`src/rtl/rgb_mixer_pkg.sv`:
```
// Shared widths, types and the quadrature step decoder for the RGB mixer.
package rgb_mixer_pkg;

    localparam int unsigned WIDTH        = 8;
    localparam int unsigned DEBOUNCE_LEN = 8;

    typedef logic [WIDTH-1:0] level_t;

    typedef enum logic [1:0] {
        StepNone,
        StepInc,
        StepDec
    } step_e;

    // Half-step decoder: only the A edges count up and only the B edges count down.
    // A full detent therefore moves the value by two.
    function automatic step_e quad_step(input logic a, input logic b,
                                        input logic a_prev, input logic b_prev);
        step_e step;
        step = StepNone;
        if ((a ^ a_prev) && (b ^ b_prev)) begin
            step = StepNone;
        end else if (a && !a_prev && !b) begin
            step = StepInc;
        end else if (!a && a_prev && b) begin
            step = StepInc;
        end else if (b && !b_prev && !a) begin
            step = StepDec;
        end else if (!b && b_prev && a) begin
            step = StepDec;
        end
        return step;
    endfunction

endpackage

```
`src/rtl/rgb_mixer_channel.sv`:
```
// One colour channel: sync and debounce of both encoder phases, quadrature decode,
// level register and registered PWM compare against the shared counter.
module rgb_mixer_channel
    import rgb_mixer_pkg::*;
#(
    parameter int unsigned DebounceLen = DEBOUNCE_LEN
) (
    input  logic   clk_i,
    input  logic   rst_ni,
    input  logic   enc_a_i,
    input  logic   enc_b_i,
    input  level_t counter_i,
    output logic   pwm_o
);

    // Bit 0 carries phase A, bit 1 carries phase B.
    logic [1:0]             raw;
    logic [1:0]             sync1_q;
    logic [1:0]             sync2_q;
    logic [DebounceLen-1:0] hist_q [2];
    logic [1:0]             level_q;
    logic [1:0]             level_d;
    logic [1:0]             prev_q;
    level_t                 value_q;
    level_t                 value_d;
    logic                   pwm_q;
    logic                   pwm_d;
    step_e                  step;

    assign raw = {enc_b_i, enc_a_i};

    always_comb begin
        level_d = level_q;
        for (int i = 0; i < 2; i++) begin
            if (&hist_q[i]) begin
                level_d[i] = 1'b1;
            end else if (~|hist_q[i]) begin
                level_d[i] = 1'b0;
            end
        end
    end

    assign step = quad_step(level_q[0], level_q[1], prev_q[0], prev_q[1]);

    always_comb begin
        value_d = value_q;
        unique case (step)
            StepInc: value_d = value_q + level_t'(1);
            StepDec: value_d = value_q - level_t'(1);
            default: value_d = value_q;
        endcase
    end

    assign pwm_d = (counter_i < value_q);

    always_ff @(posedge clk_i or negedge rst_ni) begin
        if (!rst_ni) begin
            sync1_q <= '0;
            sync2_q <= '0;
            for (int i = 0; i < 2; i++) begin
                hist_q[i] <= '0;
            end
            level_q <= '0;
            prev_q  <= '0;
            value_q <= '0;
            pwm_q   <= 1'b0;
        end else begin
            sync1_q <= raw;
            sync2_q <= sync1_q;
            for (int i = 0; i < 2; i++) begin
                hist_q[i] <= {hist_q[i][DebounceLen-2:0], sync2_q[i]};
            end
            level_q <= level_d;
            prev_q  <= level_q;
            value_q <= value_d;
            pwm_q   <= pwm_d;
        end
    end

    assign pwm_o = pwm_q;

endmodule

```
`src/rtl/rgb_mixer_core.sv`:
```
// Three-channel rotary-encoder RGB LED mixer; one free-running counter is shared
// by all three PWM comparators.
module rgb_mixer_core
    import rgb_mixer_pkg::*;
#(
    parameter int unsigned DebounceLen = DEBOUNCE_LEN
) (
    input  logic clk,
    input  logic resetb,
    input  logic enc0_a,
    input  logic enc0_b,
    input  logic enc1_a,
    input  logic enc1_b,
    input  logic enc2_a,
    input  logic enc2_b,
    output logic pwm0_out,
    output logic pwm1_out,
    output logic pwm2_out
);

    level_t     counter_q;
    logic [2:0] enc_a;
    logic [2:0] enc_b;
    logic [2:0] pwm;

    always_ff @(posedge clk or negedge resetb) begin
        if (!resetb) begin
            counter_q <= '0;
        end else begin
            counter_q <= counter_q + level_t'(1);
        end
    end

    assign enc_a = {enc2_a, enc1_a, enc0_a};
    assign enc_b = {enc2_b, enc1_b, enc0_b};

    for (genvar ch = 0; ch < 3; ch++) begin : g_channel
        rgb_mixer_channel #(
            .DebounceLen(DebounceLen)
        ) u_channel (
            .clk_i    (clk),
            .rst_ni   (resetb),
            .enc_a_i  (enc_a[ch]),
            .enc_b_i  (enc_b[ch]),
            .counter_i(counter_q),
            .pwm_o    (pwm[ch])
        );
    end

    assign pwm0_out = pwm[0];
    assign pwm1_out = pwm[1];
    assign pwm2_out = pwm[2];

endmodule

```
`config.mk`:
```
export PLATFORM = sky130hd
export DESIGN_NAME = rgb_mixer_core
export DESIGN_NICKNAME = d
export VERILOG_FILES = /design/src/rtl/rgb_mixer_pkg.sv /design/src/rtl/rgb_mixer_channel.sv /design/src/rtl/rgb_mixer_core.sv
export SDC_FILE = /design/constraint.sdc
export NUM_CORES = 1
export LEC_CHECK = 0
export CORE_MARGIN = 4
export CORE_UTILIZATION = 56
export CTS_CLUSTER_DIAMETER = 40
export CTS_CLUSTER_SIZE = 20
export DETAILED_ROUTE_END_ITERATION = 12
export HOLD_SLACK_MARGIN = 0.15
export PLACE_DENSITY_LB_ADDON = 0.15
export SYNTH_ARGS = -nofsm -noshare
export SYNTH_HDL_FRONTEND = slang
export SYNTH_SLANG_ARGS = --single-unit
export TNS_END_PERCENT = 10
```
`constraint.sdc`:
```
create_clock -name clk -period 2.9 [get_ports clk]
set_input_delay 0.58 -clock clk [delete_from_list [all_inputs] [get_ports clk]]
set_output_delay 0.58 -clock clk [all_outputs]
set_load 0.03 [all_outputs]
```
==> out/qor.csv <==
stage,metric,value,unit
status,status,finished clean,
worst_hold_path,class of the worst hold path,in -> async,
timing,Tmin final,2.765,ns
timing,setup violators final,0,
synth,Post-synth top cells,"107 x dfrtp_1, 55 x ha_1, 40 x inv_1, 35 x o21ai_0, 25 x nand2_1",
synth,Synth Area in Adders,0.1473,
cells_and_area,Nets,542,
cells_and_area,share of layout cells above drive strength 1,0.1310,
route,Vias/cell,5.591,
synth,Post-Synth Simple-Gate Area,0.1027,
placement,GP Congestion,0.8280,
timing,Slew Limit Fails,0,
die,row count,34,
route,via count,3293,
power,power per cell area,687.7,nW/um2
cts,clock sink count,107,
placement,placed cell areas,5346,um2
timing,Worst-Margin Slew,0.6983,ns
synth,Synth warnings,0,
timing,fin crit share,0.9534,
worst_setup_path,Worst Setup Path Type,reg -> reg,
timing,maximum clock rate,361.7,MHz
synth,Avg Inst Size Synth,11.34,um2
route,final wirelength,8308,um
die,I/O Pins,11,
route,Iter 0 DRT Violations,86,
global_route,grt total ovfl,0,
cts,CTS Hold Buffers Added,0,
cts,"CTS clk-pin slew, worst paths",0.11,ns
global_route,GRT Overall Usage,0.1723,
timing,Layout Skew,0.007116,ns
die,Die ar.,10660,um2
worst_setup_path,element type at the critical path end,flip-flop,
synth,Compound-Gate Fraction of Synth Area,0.1392,
route,drt pass-1 iters,4,
worst_setup_path,crit-path cells,inv_1 > ha_1 > mux2_2 > nor3_2 > ha_2 > buf_12 > ha_1 > a21oi_1 > o21bai_1 > a221oi_4 > xnor2_1 > a32o_1,
cts,CTS tree,yes,
worst_setup_path,Most common cell on crit path,ha_1,
cells_and_area,Sequential Area,2678,um2
route,Routed Antenna Nets,0,
worst_setup_path,CP required,3.17,ns
global_route,initial antenna violation count,0,
cts,clk buf depth,2,
cells_and_area,diode count,0,
cts,CTS root buf,clkbuf_8,
flow_run,max_cap viols,0,
synth,Mapped Nets,514,
cells_and_area,fin util,0.6538,
synth,post-synthesis cell area,5079,um2
synth,"count leader, synth",dfrtp_1,
global_route,vias in the first global route,3245,
cells_and_area,footprint of the multi-input gates,2330,um2
route,DR WL/cell,14.11,um
cts,CTS H-tree lvls,3,
synth,"FFs w/ async S/R, synth",1.000,
synth,"flops & latches, synth",107,
power,Leakage Power,2.623,nW
synth,Synth area leaders,"dfrtp_1 53%, ha_1 14%, o21ai_0 3.4%",
synth,Synth Instances,448,
timing,Final Hold Vio Count,0,
global_route,largest net degree at the start of global routing,58,
cells_and_area,fillcell total,694,
placement,hpwl dp,5825,um
route,drc violations,0,
cts,latest clock arrival within the worst-skew pair,0.37,ns
synth,top cell type's share of synthesized area,0.5272,
cells_and_area,synthesis-to-layout area growth,12.81,%
power,peak supply drop,0.0003625,V
worst_setup_path,CP Max Fanout,6,
synth,sequential area share after synthesis,0.5272,
power,total power,3.940,mW
synth,ys flop type,dfrtp_1,
worst_setup_path,Critical Path AT,3.03,ns
synth,Post-Synth XOR/XNOR Area,0.03104,
synth,"area leader, netlist",dfrtp_1,
worst_setup_path,crit path launch type,flip-flop,
cts,total CTS buffers,9,
worst_setup_path,delay of the slowest cell on the worst path,0.42,ns
synth,Cell variety after synth,37,
die,Core Box Area,8763,um2
die,chip width,103.2,um
die,Initial Utilization,0.5795,
synth,mux cell area share after synthesis,0.01848,
timing,max_slew headroom,0.5345,
synth,largest family of logic cells by synthesized area,adder cells,
placement,PortBufs,10,
synth,Post-synth EDFFs,0,
cells_and_area,design area,5729,um2
global_route,first-pass GRT wire length,14650,um
die,overall die height,103.2,um
worst_setup_path,crit path max-delay cell type,dfrtp_1,
## path summary, 6_finish.rpt
kind | from | to | slack [ns] | cells past startpoint
worst max-delay path | g_channel[2].u_channel.level_q[0]$_DFFE_PN0P_ | g_channel[2].u_channel.value_q[7]$_DFFE_PN0P_ | 0.14 | 12
worst min-delay path | resetb | g_channel[2].u_channel.hist_q[7]$_DFF_PN0_ | 0.24 | 1
worst max register to register | g_channel[2].u_channel.level_q[0]$_DFFE_PN0P_ | g_channel[2].u_channel.value_q[7]$_DFFE_PN0P_ | 0.14 | 12
worst min register to register | g_channel[2].u_channel.sync1_q[0]$_DFF_PN0_ | g_channel[2].u_channel.sync2_q[0]$_DFF_PN0_ | 0.35 | 0
max in group asynchronous | resetb | g_channel[1].u_channel.hist_q[3]$_DFF_PN0_ | 1.93 | 2
min in group clk | g_channel[2].u_channel.sync1_q[0]$_DFF_PN0_ | g_channel[2].u_channel.sync2_q[0]$_DFF_PN0_ | 0.35 | 0
## cell usage in the layout (no fill, tap or decap), types with 10 or more instances in the layout
cell     Yosys  final
dfrtp_1    107    107
ha_1        55     47
inv_1       40     38
o21ai_0     35     35
nand2_1     25     25
nor2_1      23     23
a21oi_1     21     19
nand3_1     11     11
xnor2_1     10     10
buf_4        0     10
## worst max-delay path: cells and delay by family (launching register included)
kind | cells | cell delay, ns
fa+ha+maj | 3 | 0.71
simple gates | 1 | 0.18
mux | 1 | 0.28
buf+inv | 2 | 0.21
flops | 1 | 0.42
xor+xnor | 1 | 0.09
compound gates | 4 | 0.77
## power by group
group / total [mW] / internal, mW / switching (mW)
Clock: 0.900 / 0.344 / 0.555
Combinational: 1.14 / 0.532 / 0.608
Sequential: 1.90 / 1.71 / 0.191
Total: 3.94 / 2.59 / 1.35
## state kept, by name, summed over array words and instances, names as in the netlist
name	count
g_channel.u_channel.level_q	6
g_channel.u_channel.sync1_q	6
g_channel.u_channel.pwm_o	3
g_channel.u_channel.sync2_q	6
g_channel.u_channel.value_q	24
g_channel.u_channel.hist_q	48
g_channel.u_channel.prev_q	6
counter_q	8
## layout make-up
| cell class | instances | share of cell area |
|---|---|---|
| flip-flops and latches | 107 | 0.4674 |
| multi-input cells | 295 | 0.4066 |
| well taps | 108 | 0.02359 |
| clock buffers | 9 | 0.02162 |
| repair buffers | 23 | 0.03975 |
| inverters | 40 | 0.02621 |
| clock inverters | 7 | 0.01485 |
## metrics by stage
| step | TNS, ns | std cells | setup slack, ns | hold WS (ns) |
|---|---|---|---|---|
| 6_report | 0 | 589 | 0.1351 | 0.2361 |
| 2_1_floorplan | 0 | 448 | 0.1818 | 0.2844 |
| 5_1_grt | -0.04197 | 589 | -0.02013 | 0.2887 |
| 3_5_place_dp | 0 | 566 | 0.01246 | 0.3373 |
| 3_3_place_gp | 0 | 566 | 0.1265 | 0.3323 |
| 4_1_cts | 0 | 582 | 0.05407 | 0.2688 |
## layer usage
layer  wire length, um  GRT usage  part of all wire
met1              4101     0.2420              0.49
met2              3962     0.2723              0.48
met3               142    0.03286             0.017
met4               100    0.05677             0.012
met5                 0          0                 0
## repair_timing
| action | in CTS | in global routing |
|---|---|---|
| cloned | 0 | 0 |
| setup buffers | 0 | 7 |
| gates resized for setup | 1 | 23 |
| endpoints found under the setup margin | 1 | 10 |
| pin swaps | 0 | 5 |
## kinds of logic (layout without fill, tap and decap cells)
family | after synthesis | in the layout
compound gates | 105 | 105
xor+xnor | 18 | 18
fa+ha+maj | 58 | 58
buf+inv | 46 | 79
flops | 107 | 107
mux | 9 | 9
simple gates | 105 | 105
Note: power is estimated with default switching activity, not from simulation.
==> patch 1, RTL diff (same settings) <==
The package constant `WIDTH` goes from 8 to 6.
--- a/src/rtl/rgb_mixer_pkg.sv
+++ b/src/rtl/rgb_mixer_pkg.sv
@@ -1,7 +1,7 @@
 // Shared widths, types and the quadrature step decoder for the RGB mixer.
 package rgb_mixer_pkg;
 
-    localparam int unsigned WIDTH        = 8;
+    localparam int unsigned WIDTH        = 6;
     localparam int unsigned DEBOUNCE_LEN = 8;
 
     typedef logic [WIDTH-1:0] level_t;
Check against the original RTL: same outputs for any inputs over 10 cycles, from zero or initial values and one cycle with resetb low; that may be too few to reach the edited logic, so the function may still have changed.
==> patch 1 against the unedited design <==
- total power shrank 6.3%
- maximum frequency grew 6.7%
- worst setup slack gained 170 ps
- wire length shrank 24%
- via count shrank 21%
- critical endpoint is now g_channel[0].u_channel.value_q[4]
- final area shrank 18%
- die area shrank 14%
- area after synthesis shrank 15%
- synthesized cell count shrank 21%
- sequential cell count shrank 8
==> patch 1: results (changes against the unedited design) <==
stage,metric,value,unit,change
finish,fill_cells,574,,-17%
worst_hold_path,hold_path.class,in2async,,
setup_path,critical_path.top_delay_family,simple AND/OR/NAND/NOR gates,,
status,status,finished clean,,
logic_synthesis,async_reset_ff_share,100,%,unchanged
logic_synthesis,netlist_instances,355,,-21%
setup_path,critPathMaxStageDelay,490,ps,+70 ps
global_route,grt_pass1_vias,2529,,-22%
timing,finClkSkew,8.46,ps,+1.34 ps
logic_synthesis,synthTopCellsByCount,"99 x dfrtp_1, 37 x ha_1, 29 x inv_1",,
place,dp_hpwl,4430,um,-24%
global_route,grt_pass1_wl,11600,um,-21%
timing,tightest_slew,573,ps,-125 ps
logic_synthesis,synthTopCellsByArea,"dfrtp_1 58%, ha_1 11%, xnor2_1 3.9%",,
detailed_routing,vias,2593,,-21%
logic_synthesis,ys_seq_area_share,57.6,%,+4.9 points
place,portBuffers,10,,unchanged
finish,drive_above_1_share,7.73,%,-5.4 points
setup_path,critical_path_arrival,2880,ps,-150 ps
place,gp_congestion,0.762,,-8.0%
setup_path,cp_slowest_cell,or4_1,,
detailed_routing,first_pass_iters,4,,unchanged
finish,nets,415,,-23%
cts,cts_buffers,9,,unchanged
cts,cts_root_buf,clkbuf_8,,
finish,diodes,0,,unchanged
pwr,leakagePower,2.07,nW,-21%
pwr,vdd_drop_max,0.410,mV,+13%
global_route,track_usage,16.5,%,-0.74 points
place,dp.cells,458,,-19%
global_route,antenna_found_initial,0,,unchanged
setup_path,r2r_cells,11,,-1
detailed_routing,drt_iter0_drc,139,,+62%
setup_path,path_max_fanout,5,,-1
place,post_dp_cell_area,4490,sq um,-16%
global_route,grt_start_max_net_pins,55,,-5.2%
cts,postCtsSetupRepairBufs,0,,unchanged
logic_synthesis,synth_nets,400,,-22%
cts,clk_pin_slew,100,ps,
detailed_routing,routedWlPerCell,13.3,um,-5.6%
detailed_routing,via_per_inst,5.47,,-2.2%
finish,top_regs,"g_channel.u_channel.hist_q x48, g_channel.u_channel.value_q x18",,
logic_synthesis,ys_types,39,,+5.4%
==> patch 1: path summary, 6_finish.rpt <==
kind / to / slack (ps) / start
setup / recovery: g_channel[0].u_channel.value_q[4] / 310 / g_channel[0].u_channel.level_q[0]
hold / removal: g_channel[2].u_channel.value_q[5] / 190 / resetb
setup reg to reg: g_channel[0].u_channel.value_q[4] / 310 / g_channel[0].u_channel.level_q[0]
hold reg to reg: g_channel[2].u_channel.sync2_q[0] / 360 / g_channel[2].u_channel.sync1_q[0]
max in group asynchronous: g_channel[0].u_channel.hist_q[8] / 2040 / resetb
min in group clk: g_channel[2].u_channel.sync2_q[0] / 360 / g_channel[2].u_channel.sync1_q[0]
==> patch 1: timing repair <==
action,in CTS,in global routing
endpoints found under the setup margin,0,1
hold buffers,0,0
resized for setup,0,1
==> patch 1: layout make-up <==
class                           instances  area [sq um]  area share, %
Inverter                               29           109           2.31
Timing Repair Buffer                   14           140           2.97
Multi-Input combinational cell        217          1640           34.8
Clock inverter                          6          82.6           1.75
Sequential cell                        99          2480           52.6
Tap cell                               99           124           2.63
Clock buffer                           10           138           2.92
==> patch 1: power breakdown <==
part | internal (mW) | switching (mW)
logic | 0.451 | 0.475
registers | 1.58 | 0.254
clock network | 0.440 | 0.494
==> patch 1: logic make-up after synthesis <==
kind of cell             count (synthesis)  share of synthesized area [%]
flip-flops                              99                           57.6
XOR/XNOR                                27                           5.50
multiplexers                             9                           2.27
AO/OA/AOI/OAI                           55                           8.06
buffers and inverters                   39                           4.28
AND/OR/NAND/NOR                         89                           11.5
adder cells (fa/ha/maj)                 37                           10.8
==> patch 1: per-layer routing <==
layer  track usage (%)  up-vias  wire length (um)
met4              7.11        0               112
met5                 0        -                 0
met2              25.3       28              3030
met3              3.95       12               171
li1                  -     1285                 -
met1              22.5     1268              3000
==> patch 1: per-stage QoR <==
step | util [%] | setup WS [ps]
floorplan | - | 310
global placement | 60.9 | 338
detailed placement | 60.9 | 207
CTS | 63.9 | 191
global route | 63.9 | 92.7
finish | 63.9 | 308
==> patch 2, RTL diff (same settings) <==
Made on the original files. Register the outputs `pwm0_out`, `pwm1_out` and `pwm2_out`, with the module's reset; this adds one clock of latency there.
--- a/src/rtl/rgb_mixer_core.sv
+++ b/src/rtl/rgb_mixer_core.sv
@@ -47,9 +47,17 @@
         );
     end
 
-    assign pwm0_out = pwm[0];
-    assign pwm1_out = pwm[1];
-    assign pwm2_out = pwm[2];
+    always_ff @(posedge clk or negedge resetb) begin
+        if (!resetb) begin
+            pwm0_out <= '0;
+            pwm1_out <= '0;
+            pwm2_out <= '0;
+        end else begin
+            pwm0_out <= pwm[0];
+            pwm1_out <= pwm[1];
+            pwm2_out <= pwm[2];
+        end
+    end
 
 endmodule
 
Function: no difference found for any inputs over 10 cycles, from zero or initial values and one cycle with resetb low; that may be too few to reach the edited logic, so the function may still have changed.
==> patch 2 against the unedited design <==
- area after synthesis rose by 1.5%
- total power rose by 1.1%
- wire length up 0.60%
- via count is 0.46% higher
- worst setup slack worse by 21 ps
- worst hold slack improved by 87 ps
- critical path depth stayed put
- sequential cell count rose by 3
- first-iteration DRC count increased by 42%
- utilization shrank 0.30 points
- final area increased by 0.50%
- sequential power increased by 3%
- largest cell class unchanged
- largest power group unchanged
==> patch 2: results (changes against the unedited design) <==
stage,metric,value,unit,change
status,status,finished clean,,
detailed_routing,first_pass_iters,4,,unchanged
global_route,grt_pass1_wl,14800,um,+1.2%
finish,diodes,0,,unchanged
cts,clk_path_buf_depth,2,,unchanged
place,dp.cells,570,,+0.71%
finish,nets,545,,+0.55%
logic_synthesis,yosysWarnings,0,,unchanged
setup_path,cp_slowest_cell,dfrtp_1,,
global_route,track_usage,16.4,%,-0.82 points
finish,drive_above_1_share,12.2,%,-0.91 points
timing,finClkSkew,13.5,ps,+6.40 ps
global_route,grt_pass1_vias,3250,,+0.15%
logic_synthesis,synth_flop_cell,dfrtp_1,,
pwr,leakagePower,2.67,nW,+1.6%
setup_path,r2r_cells,12,,unchanged
finish,top_regs,"g_channel.u_channel.hist_q x48, g_channel.u_channel.value_q x24, counter_q x8",,
cts,cts_root_buf,clkbuf_8,,
global_route,grt_start_max_net_pins,71,,+22%
detailed_routing,remaining_drc_errors,0,,unchanged
pwr,vdd_drop_max,0.423,mV,+17%
logic_synthesis,async_reset_ff_share,100,%,unchanged
logic_synthesis,synthTopCellsByArea,"dfrtp_1 53%, ha_1 13%, o21ai_0 3.4%",,
setup_path,reg2reg_slack,110,ps,-20 ps
detailed_routing,drt_iter0_drc,122,,+42%
setup_path,worstSetupPathType,reg2reg,,
cts,cts_buffers,9,,unchanged
logic_synthesis,ys_types,37,,unchanged
setup_path,r2r_start,g_channel[2].u_channel.level_q[0],,
place,post_dp_cell_area,5430,sq um,+1.5%
global_route,antenna_found_initial,0,,unchanged
cts,h-tree-depth,3,,unchanged
place,portBuffers,10,,unchanged
logic_synthesis,ys_seq_area_share,53.4,%,+0.69 points
timing,relSlewSlack,42.1,%,-11 points
logic_synthesis,synthTopCellsByCount,"110 x dfrtp_1, 55 x ha_1, 40 x inv_1",,
cts,clock_latency,360,ps,
setup_path,critPathMaxStageDelay,390,ps,-30 ps
detailed_routing,via_per_inst,5.59,,about the same
pwr,power_density,692,nW/um^2,+0.58%
setup_path,critical_path.top_delay_family,adder cells,,
finish,final_cells,592,,+0.51%
logic_synthesis,synth_nets,517,,+0.58%
place,gp_congestion,0.872,,+5.4%
logic_synthesis,netlist_instances,451,,+0.67%
place,dp_hpwl,5910,um,+1.4%
timing,slew_violations,0,,unchanged
setup_path,critical_path.endpoint,g_channel[2].u_channel.value_q[7],,
setup_path,path_max_fanout,6,,unchanged
detailed_routing,routedWlPerCell,14.1,um,about the same
worst_hold_path,hold_path.class,in2async,,
cts,clk_pin_slew,110,ps,about the same
finish,fill_cells,699,,+0.72%
-- patch 2: final cells by class --
class                           instances  area share (%)
Multi-Input combinational cell        295            40.1
Timing Repair Buffer                   23            3.67
Tap cell                              108            2.35
Sequential cell                       110            47.8
Clock buffer                            9            2.15
Clock inverter                          7            1.28
Inverter                               40            2.61
-- patch 2: report_power, final --
| part | internal, mW | switching (mW) | leakage [nW] |
|---|---|---|---|
| Combinational | 0.530 | 0.601 | 1.29 |
| Sequential | 1.77 | 0.191 | 1.27 |
| Clock | 0.341 | 0.547 | 0.101 |
| Total | 2.64 | 1.34 | 2.67 |
-- patch 2: what timing repair did --
action	CTS	global route
buffers inserted	0	6
pin swaps	0	5
setup endpoints to repair	3	9
gates resized for setup	2	18
-- patch 2: layer usage --
| layer | wire (um) | share of wire [%] | global-route usage, % |
|---|---|---|---|
| met2 | 3960 | 47 | 25.9 |
| met5 | 0 | 0 | 0 |
| met1 | 4120 | 49 | 22.9 |
| met4 | 121 | 1.4 | 5.22 |
| met3 | 151 | 1.8 | 3.54 |
-- patch 2: cell families (layout without fill, tap and decap cells) --
family                     count (synthesis)  after routing  synth area share [%]
DFF                                      110            110                  53.4
AOI/OAI and AO/OA                        105            105                  13.7
and+or+nand+nor                          105            105                  10.1
adders and majority gates                 58             58                  14.5
buffers and inverters                     46             79                  3.35
xor gates and xnor gates                  18             18                  3.06
muxes                                      9              9                  1.82
-- patch 2: through the flow --
| stage | worst slack [ps] | hold WS (ps) |
|---|---|---|
| floorplan | 182 | 284 |
| global placement | 55.1 | 332 |
| detailed placement | -49.3 | 335 |
| CTS | 8.49 | 352 |
| global route | -41.9 | 364 |
| finish | 114 | 323 |
